**src/rtl/name_mem_pkg.sv**
```systemverilog
// Shared definitions for the 32x8 name memory and the blocks that access it
// (memory model, stream reader, future writer).
package name_mem_pkg;

    localparam int              NM_ADDR_W = 5;
    localparam int              NM_DATA_W = 8;
    localparam int              NM_DEPTH  = 32;
    localparam logic [7:0]      NM_TERM   = 8'h00;

    // Read-side sequencer states
    typedef enum logic [2:0] {
        NM_IDLE    = 3'd0,
        NM_ISSUE   = 3'd1,
        NM_WAIT    = 3'd2,
        NM_PRESENT = 3'd3,
        NM_DONE    = 3'd4
    } nm_state_e;

endpackage

```
**src/rtl/name_stream_reader.sv**
```systemverilog
// name_stream_reader: walks the name memory from StartAddr and streams each
// character over a valid/ready byte interface until a terminator byte or
// DEPTH characters, then pulses Done.
// Optional build macro NAME_STREAM_READER_ABORT_EN adds an Abort input that
// ends an in-flight stream early (Done still pulses, Count is kept).
//
//  state   | meaning
//  --------+----------------------------------------------------------
//  IDLE    | waiting for Start; Count holds result of the last stream
//  ISSUE   | RNM high, Addr = ptr; memory captures data on this edge
//  WAIT    | registered ReadData is valid; test for terminator
//  PRESENT | OutValid high, OutData held until OutReady handshake
//  DONE    | one-cycle Done pulse, then back to IDLE
module name_stream_reader
    import name_mem_pkg::*;
#(
    parameter int                ADDR_W = NM_ADDR_W,
    parameter int                DATA_W = NM_DATA_W,
    parameter int                DEPTH  = NM_DEPTH,
    parameter logic [DATA_W-1:0] TERM   = NM_TERM
) (
    input  logic                Clk,
    input  logic                Rst,
`ifdef NAME_STREAM_READER_ABORT_EN
    input  logic                Abort,
`endif
    input  logic                Start,
    input  logic [ADDR_W-1:0]   StartAddr,
    output logic                RNM,
    output logic [ADDR_W-1:0]   Addr,
    input  logic [DATA_W-1:0]   ReadData,
    output logic [DATA_W-1:0]   OutData,
    output logic                OutValid,
    input  logic                OutReady,
    output logic                Busy,
    output logic                Done,
    output logic [ADDR_W:0]     Count
);

    localparam int CNT_W = ADDR_W + 1;

    localparam logic [2:0] ST_IDLE    = NM_IDLE;
    localparam logic [2:0] ST_ISSUE   = NM_ISSUE;
    localparam logic [2:0] ST_WAIT    = NM_WAIT;
    localparam logic [2:0] ST_PRESENT = NM_PRESENT;
    localparam logic [2:0] ST_DONE    = NM_DONE;

    logic [2:0]        state_q, state_d;
    logic [ADDR_W-1:0] ptr_q,   ptr_d;
    logic [DATA_W-1:0] data_q,  data_d;
    logic              valid_q, valid_d;
    logic [CNT_W-1:0]  count_q, count_d;

    logic              abort_w;
    logic [CNT_W-1:0]  count_inc;
    logic [ADDR_W-1:0] ptr_next;

`ifdef NAME_STREAM_READER_ABORT_EN
    assign abort_w = Abort;
`else
    assign abort_w = 1'b0;
`endif

    assign count_inc = count_q + CNT_W'(1);
    // Explicit wrap so a DEPTH smaller than 2**ADDR_W still stays in range
    assign ptr_next  = (ptr_q == ADDR_W'(DEPTH - 1)) ? '0 : ptr_q + ADDR_W'(1);

    // Next-state, pointer, count and output-register decisions
    always_comb begin
        state_d = state_q;
        ptr_d   = ptr_q;
        data_d  = data_q;
        valid_d = valid_q;
        count_d = count_q;
        case (state_q)
            ST_IDLE: begin
                if (Start) begin
                    ptr_d   = StartAddr;
                    count_d = '0;
                    state_d = ST_ISSUE;
                end
            end
            ST_ISSUE: begin
                state_d = abort_w ? ST_DONE : ST_WAIT;
            end
            ST_WAIT: begin
                if (abort_w || ReadData == TERM) begin
                    state_d = ST_DONE;
                end else begin
                    data_d  = ReadData;
                    valid_d = 1'b1;
                    state_d = ST_PRESENT;
                end
            end
            ST_PRESENT: begin
                // Abort wins over a same-cycle handshake; that byte is dropped
                if (abort_w) begin
                    valid_d = 1'b0;
                    state_d = ST_DONE;
                end else if (OutReady) begin
                    valid_d = 1'b0;
                    count_d = count_inc;
                    ptr_d   = ptr_next;
                    state_d = (count_inc == CNT_W'(DEPTH)) ? ST_DONE : ST_ISSUE;
                end
            end
            ST_DONE: begin
                state_d = ST_IDLE;
            end
            default: begin
                valid_d = 1'b0;
                state_d = ST_IDLE;
            end
        endcase
    end

    // State and datapath registers, cleared asynchronously by Rst
    always_ff @(posedge Clk or posedge Rst) begin
        if (Rst) begin
            state_q <= ST_IDLE;
            ptr_q   <= '0;
            data_q  <= '0;
            valid_q <= 1'b0;
            count_q <= '0;
        end else begin
            state_q <= state_d;
            ptr_q   <= ptr_d;
            data_q  <= data_d;
            valid_q <= valid_d;
            count_q <= count_d;
        end
    end

    assign RNM      = (state_q == ST_ISSUE);
    assign Addr     = ptr_q;
    assign OutData  = data_q;
    assign OutValid = valid_q;
    assign Busy     = (state_q != ST_IDLE);
    assign Done     = (state_q == ST_DONE);
    assign Count    = count_q;

endmodule

```
**config.mk**
```make
export PLATFORM = sky130hd
export DESIGN_NAME = name_stream_reader
export DESIGN_NICKNAME = d
export VERILOG_FILES = /design/src/rtl/name_mem_pkg.sv /design/src/rtl/name_stream_reader.sv
export SDC_FILE = /design/constraint.sdc
export NUM_CORES = 1
export LEC_CHECK = 0
export ABC_AREA = 1
export BUFFER_PORTS_ARGS = -buffer_cell sky130_fd_sc_hd__buf_2
export CORE_MARGIN = 2
export CORE_UTILIZATION = 40
export DETAILED_ROUTE_END_ITERATION = 8
export PLACE_DENSITY = 0.61
export SETUP_SLACK_MARGIN = 0.02
export SKIP_CTS_REPAIR_TIMING = 1
export SLEW_MARGIN = 40
export SYNTH_ARGS = -nofsm -noshare
export SYNTH_HDL_FRONTEND = slang
export SYNTH_SLANG_ARGS = --single-unit
```
**constraint.sdc**
```tcl
create_clock -name Clk -period 1.8 [get_ports Clk]
set_input_delay 0.27 -clock Clk [delete_from_list [all_inputs] [get_ports Clk]]
set_output_delay 0.27 -clock Clk [all_outputs]
set_load 0.05 [all_outputs]
```
# ---- Word-level counts from Yosys, hierarchy flattened
# Cells that the tools add are included.
# W data, S select, Z words.
dict set report word_totals {
  register_bits 23
  input_bits 17
  wordCells 42
}
dict set report classes {
  add_sub_neg 2
  eq_ne 9
  n_mux 15
  n_bitwise 2
  reduce_logical 9
}
# op count
set ops {}
lappend ops {{$mux W5} 3}
lappend ops {{$mux W3} 4}
lappend ops {{$mux W6} 2}
lappend ops {{$pmux W3 S4} 1}
lappend ops {{$pmux W6 S2} 1}
lappend ops {{$pmux W5 S2} 1}
lappend ops {{$logic_not A8 Y1} 1}
lappend ops {{$add A6 B1 Y6 const B} 1}
lappend ops {{$eq A3 B2 Y1 const B} 2}
lappend ops {{$eq A6 B6 Y1 const B} 1}
lappend ops {{$ne A2 B2 Y1 const B} 3}
lappend ops {{$reduce_and A3 Y1} 2}
lappend ops {{$add A5 B1 Y5 const B} 1}
lappend ops {{$eq A5 B5 Y1 const B} 1}
lappend ops {{$reduce_and A2 Y1} 2}
lappend ops {{$eq A3 B1 Y1 const B} 1}
lappend ops {{$eq A3 B3 Y1 const B} 1}
lappend ops {{$logic_not A3 Y1} 1}
lappend ops {{$pmux W1 S3} 1}
lappend ops {{$reduce_bool A3 Y1} 1}
lappend ops {{$reduce_or A3 Y1} 1}
lappend ops {{$mux W1} 2}
lappend ops {{$not A1 Y1} 2}
lappend ops {{$reduce_bool A2 Y1} 1}

# ---- Longest topological paths before layout
dict set report logic_depth {
  depth_word 5
  ltp_mapped 11
  depth_no_buf 11
}

# ---- Least setup slack after synthesis
# Ideal clock, no wire load.
dict set report synth_path {
  path_type {register to register}
  startpoint {register state_q[1]}
  endpoint {register valid_q (netlist: OutValid)}
  t_arrival_ps 1959
  required_ps 1735
  slack_ps -224
  path_stages_with_launch 6
  path_buffers 0
  synth_period_minus_slack_ps 2024
  path_cell_list {dfrtp_1 -> nor3_1 -> inv_1 -> nand4_1 -> nand2_1 -> nand2_1}
}
dict set report synth_between {
  elab_chain_len 4
  word_cells_on_any_way 11
  cone_classes {6 x eq/ne; 1 x mux; 1 x bitwise; 3 x reduce/logical}
}
# element line
set synth_lines {}
lappend synth_lines {{start: declaration} name_stream_reader.sv:48} ;# logic [2:0] state_q, state_d;
lappend synth_lines {{start signal: assignment} name_stream_reader.sv:126} ;# state_q <= state_d;
lappend synth_lines {{$eq A3 B1 Y1 *} -}
lappend synth_lines {{named net RNM} name_stream_reader.sv:29} ;# output logic RNM,
lappend synth_lines {{$reduce_or A3 Y1 (no line) *} -}
lappend synth_lines {{$not A1 Y1 (no line)} -}
lappend synth_lines {{$reduce_and A3 Y1 (no line)} -}
lappend synth_lines {{end signal: assignment} name_stream_reader.sv:129} ;# valid_q <= valid_d;
lappend synth_lines {{end: declaration} name_stream_reader.sv:51} ;# logic valid_q, valid_d;
# Mark *: on every way through the listed nets, which the timed path passes. The rest lies on a longest branch.
# A chain may end at the register's enable or synchronous reset.

# ---- Worst setup path in the final report
dict set report layout_path {
  startpoint {register state_q[0]}
  endpoint {output Done}
}
dict set report layout_between {
  elab_chain_len 1
}
# element line
set layout_lines {}
lappend layout_lines {{$eq A3 B3 Y1} name_stream_reader.sv:139} ;# assign Done = (state_q == ST_DONE);
lappend layout_lines {{end: declaration} name_stream_reader.sv:36} ;# output logic Done,
# Every way passes these cells.

==> summary by stage <==
Placed design
The number of buffers added on ports is 39. The post-placement cell area is 1476 um^2. Timing analysis after detailed placement gives a worst setup slack of 187.1 ps. The post-DP HPWL is 2017 um. The last weighted congestion value of the routability-driven placer is 0.8178.

Synth
The number of enable-type register cells in the synthesized netlist is 0. The dominant cell type by area after synthesis is dfrtp_1. The most common flop cell mapped by yosys is dfrtp_1.

The most used standard cell by instance count after synthesis is nand2_1. The count of yosys warnings during synthesis is 0. The netlist area before placement is around 1300 um^2. After synthesis, flip-flops and latches occupy approximately 46% of the total area. Counting flops and latches in the post-synthesis netlist gives 23. By area the synthesized netlist is led by dfrtp_1 46%, nand2_1 13%, inv_1 6.6%. The cell count after synthesis came out at 157. The average cell area after synthesis is approximately 8 um^2. By count the netlist is led by 44 x nand2_1, 23 x dfrtp_1, 22 x inv_1, 14 x o21ai_0, 12 x nor2_1.

The number of unique standard cell types used by synthesis is 26. In the synthesized netlist the async set-or-reset flop fraction comes to 100.0%. Summed over its instances, the top area cell type makes up between 40% and 50% of the synthesized netlist area. The number of nets handed over by synthesis was 177.

GRT
The sum of overflow across all layers after global routing is 0. The number of antenna violations at the first check in global routing is 0. The via count of the first global-routing pass came to between 1000 and 1500.

Global routing consumed, over all layers together, 16.14% of the routing resources. The global-route wire length before repair is 4353 um. Entering global routing, the biggest net connects 24 pins.

Die
The placeable core region is 3003 um^2. The starting utilization of the core area is 41.67%. The die covers 3592 um^2.

The die is 59.93 um wide. 40 I/O pins were placed. The initialized floorplan defines 20 standard-cell rows. Measured along the y axis, the die boundary spans between 50 and 60 um.

Finish
The post-layout net count is 221. The number of antenna diodes in the final layout is 0. Once layout is done, the placed cells without fillers occupy approximately 1500 um^2. From synthesis to final layout, the design area changed by 21.20%. The layout cell share with drive strength beyond 1 is 29.00%.

Clock network
The TritonCTS clock tree is done. TritonCTS created 3 clock buffers. At the later pin of the worst-skew pair, clock insertion delay measures around 320 ps. The clock input transition at the sequential cells of the worst setup and hold paths is between 100 and 150 ps. In this run the number of H-tree levels came out at 1. The number of clock sinks seen by CTS is 23. The clock passes through at most 2 buffers. In this run the clock root is driven by a clkbuf_4.

Route
The routed length per instance is 11.33 um. Summing over every cut layer, the via total after detailed routing is 1136. After detailed routing, the number of vias per cell comes to 4.876. The remaining antenna violation count is 0. For this block, the initial DRC count from the detailed router was 35.

The total iterations of the first detailed-routing run is 4. The DRC violation count after routing is 0. The total detailed-routing wirelength is 2639 um.

Critical path
The most critical setup path has its startpoint at state_q[0]. The arrival time at the worst endpoint is approximately 1300 ps. The startpoint type of the worst setup path is a register. The origin of the critical flop-to-flop path is Addr[0].

The setup path with the least slack is of type reg -> out. The critical path endpoint category is a primary output. Data on the critical path is required at its endpoint by roughly 1500 ps. In this run the worst path has a maximum fanout of 4.

Timing
Setup repair after global routing left no endpoint under its margin. The number of max-slew violations in the final report was 0. The share of the clock period used by the worst path is roughly nine tenths. In the final timing run, aggregate negative setup slack is 0 ps. The post-layout minimum cycle time is ~1600 ps. The tightest slew margin relative to the limit is 79.65%.

The final number of hold-violating endpoints came to 0. The worst-case setup margin in the final layout is 186.8 ps. Based on the critical path, the design can be clocked at up to 0.6199 GHz. The final setup violation count is 0. The clock skew after layout is 9.002 ps. The transition time at the pin with the least slew margin is 305.3 ps.

Hold path
The type of the most critical hold path is in -> reg. In this run the most critical hold path is launched from ReadData[1].

Outcome
The flow ran to the end, and the final reports show no timing, DRC or antenna violations.

Job
The count of maximum capacitance violations is 0.
-- path summary, 6_finish.rpt --
check                      slack (ps)  cells after the start         end
setup / recovery                  190                      4        Done
hold / removal                    200                      3  OutData[1]
setup reg to reg                  200                      8     Addr[3]
hold reg to reg                   500                      2    OutValid
max in group asynchronous        1040                      4     Addr[0]
min in group asynchronous         520                      4  OutData[4]
-- cell type report --
cell class / count / area, um^2
Timing Repair Buffer: 41 / 212.7
Clock buffer: 3 / 22.52
Multi-Input combinational cell: 106 / 558.0
Fill cell: 311 / 1486
Clock inverter: 1 / 7.507
Tap cell: 33 / 41.29
Sequential cell: 23 / 576.8
Inverter: 26 / 97.59
-- cell usage in the layout, fill, tap and decap left out, types with 2 or more instances in the layout --
| cell type | n |
|---|---|
| o31ai_2 | 2 |
| o21ai_0 | 13 |
| nand3_1 | 10 |
| clkbuf_4 | 3 |
| ha_1 | 3 |
| buf_2 | 39 |
| nand4_1 | 4 |
| a21oi_1 | 2 |
| nand2_1 | 44 |
| nor2_1 | 12 |
| nand3_4 | 2 |
| inv_1 | 22 |
| dfrtp_1 | 22 |
| inv_2 | 3 |
| o21ai_1 | 4 |
-- stage by stage --
| step | utilization, % | cells | hold slack, ps |
|---|---|---|---|
| floorplan | - | 157 | 271.9 |
| global placement | 49.17 | 228 | 327.2 |
| finish | 50.50 | 233 | 199.4 |
| CTS | 50.17 | 232 | -40.42 |
| global route | 50.50 | 233 | 207.7 |
| detailed placement | 49.17 | 228 | 332.2 |
-- metal layers --
metal | GRT usage, % | up-vias | wire (um)
li1 | - | 583 | -
met3 | 2.165 | 4 | 114
met4 | 6.667 | 0 | 32
met2 | 25.00 | 30 | 1213
met1 | 22.62 | 519 | 1277
met5 | 0 | - | 0
-- cells by family after synthesis --
family / synth area share (%)
buffers and inverters: 9.799
adders and majority gates: 3.000
and+or+nand+nor: 29.00
DFF: 46.00
xor gates and xnor gates: 1.400
AOI/OAI and AO/OA: 10.80
-- worst max-delay path, cell delays in order, from the launching register on --
cell,delay [ps]
dfrtp_1,440
inv_1,140
nand2_1,80
nor2_1,90
buf_2,260
-- state kept, by name, indices dropped and copies added (netlist names) --
| name | flops |
|---|---|
| OutData | 8 |
| Count | 6 |
| Addr | 5 |
| state_q | 3 |
| OutValid | 1 |
Power is left out: the tool's default activity adds up to more than one toggle a clock period on the data nets, which glitch-free logic cannot reach.
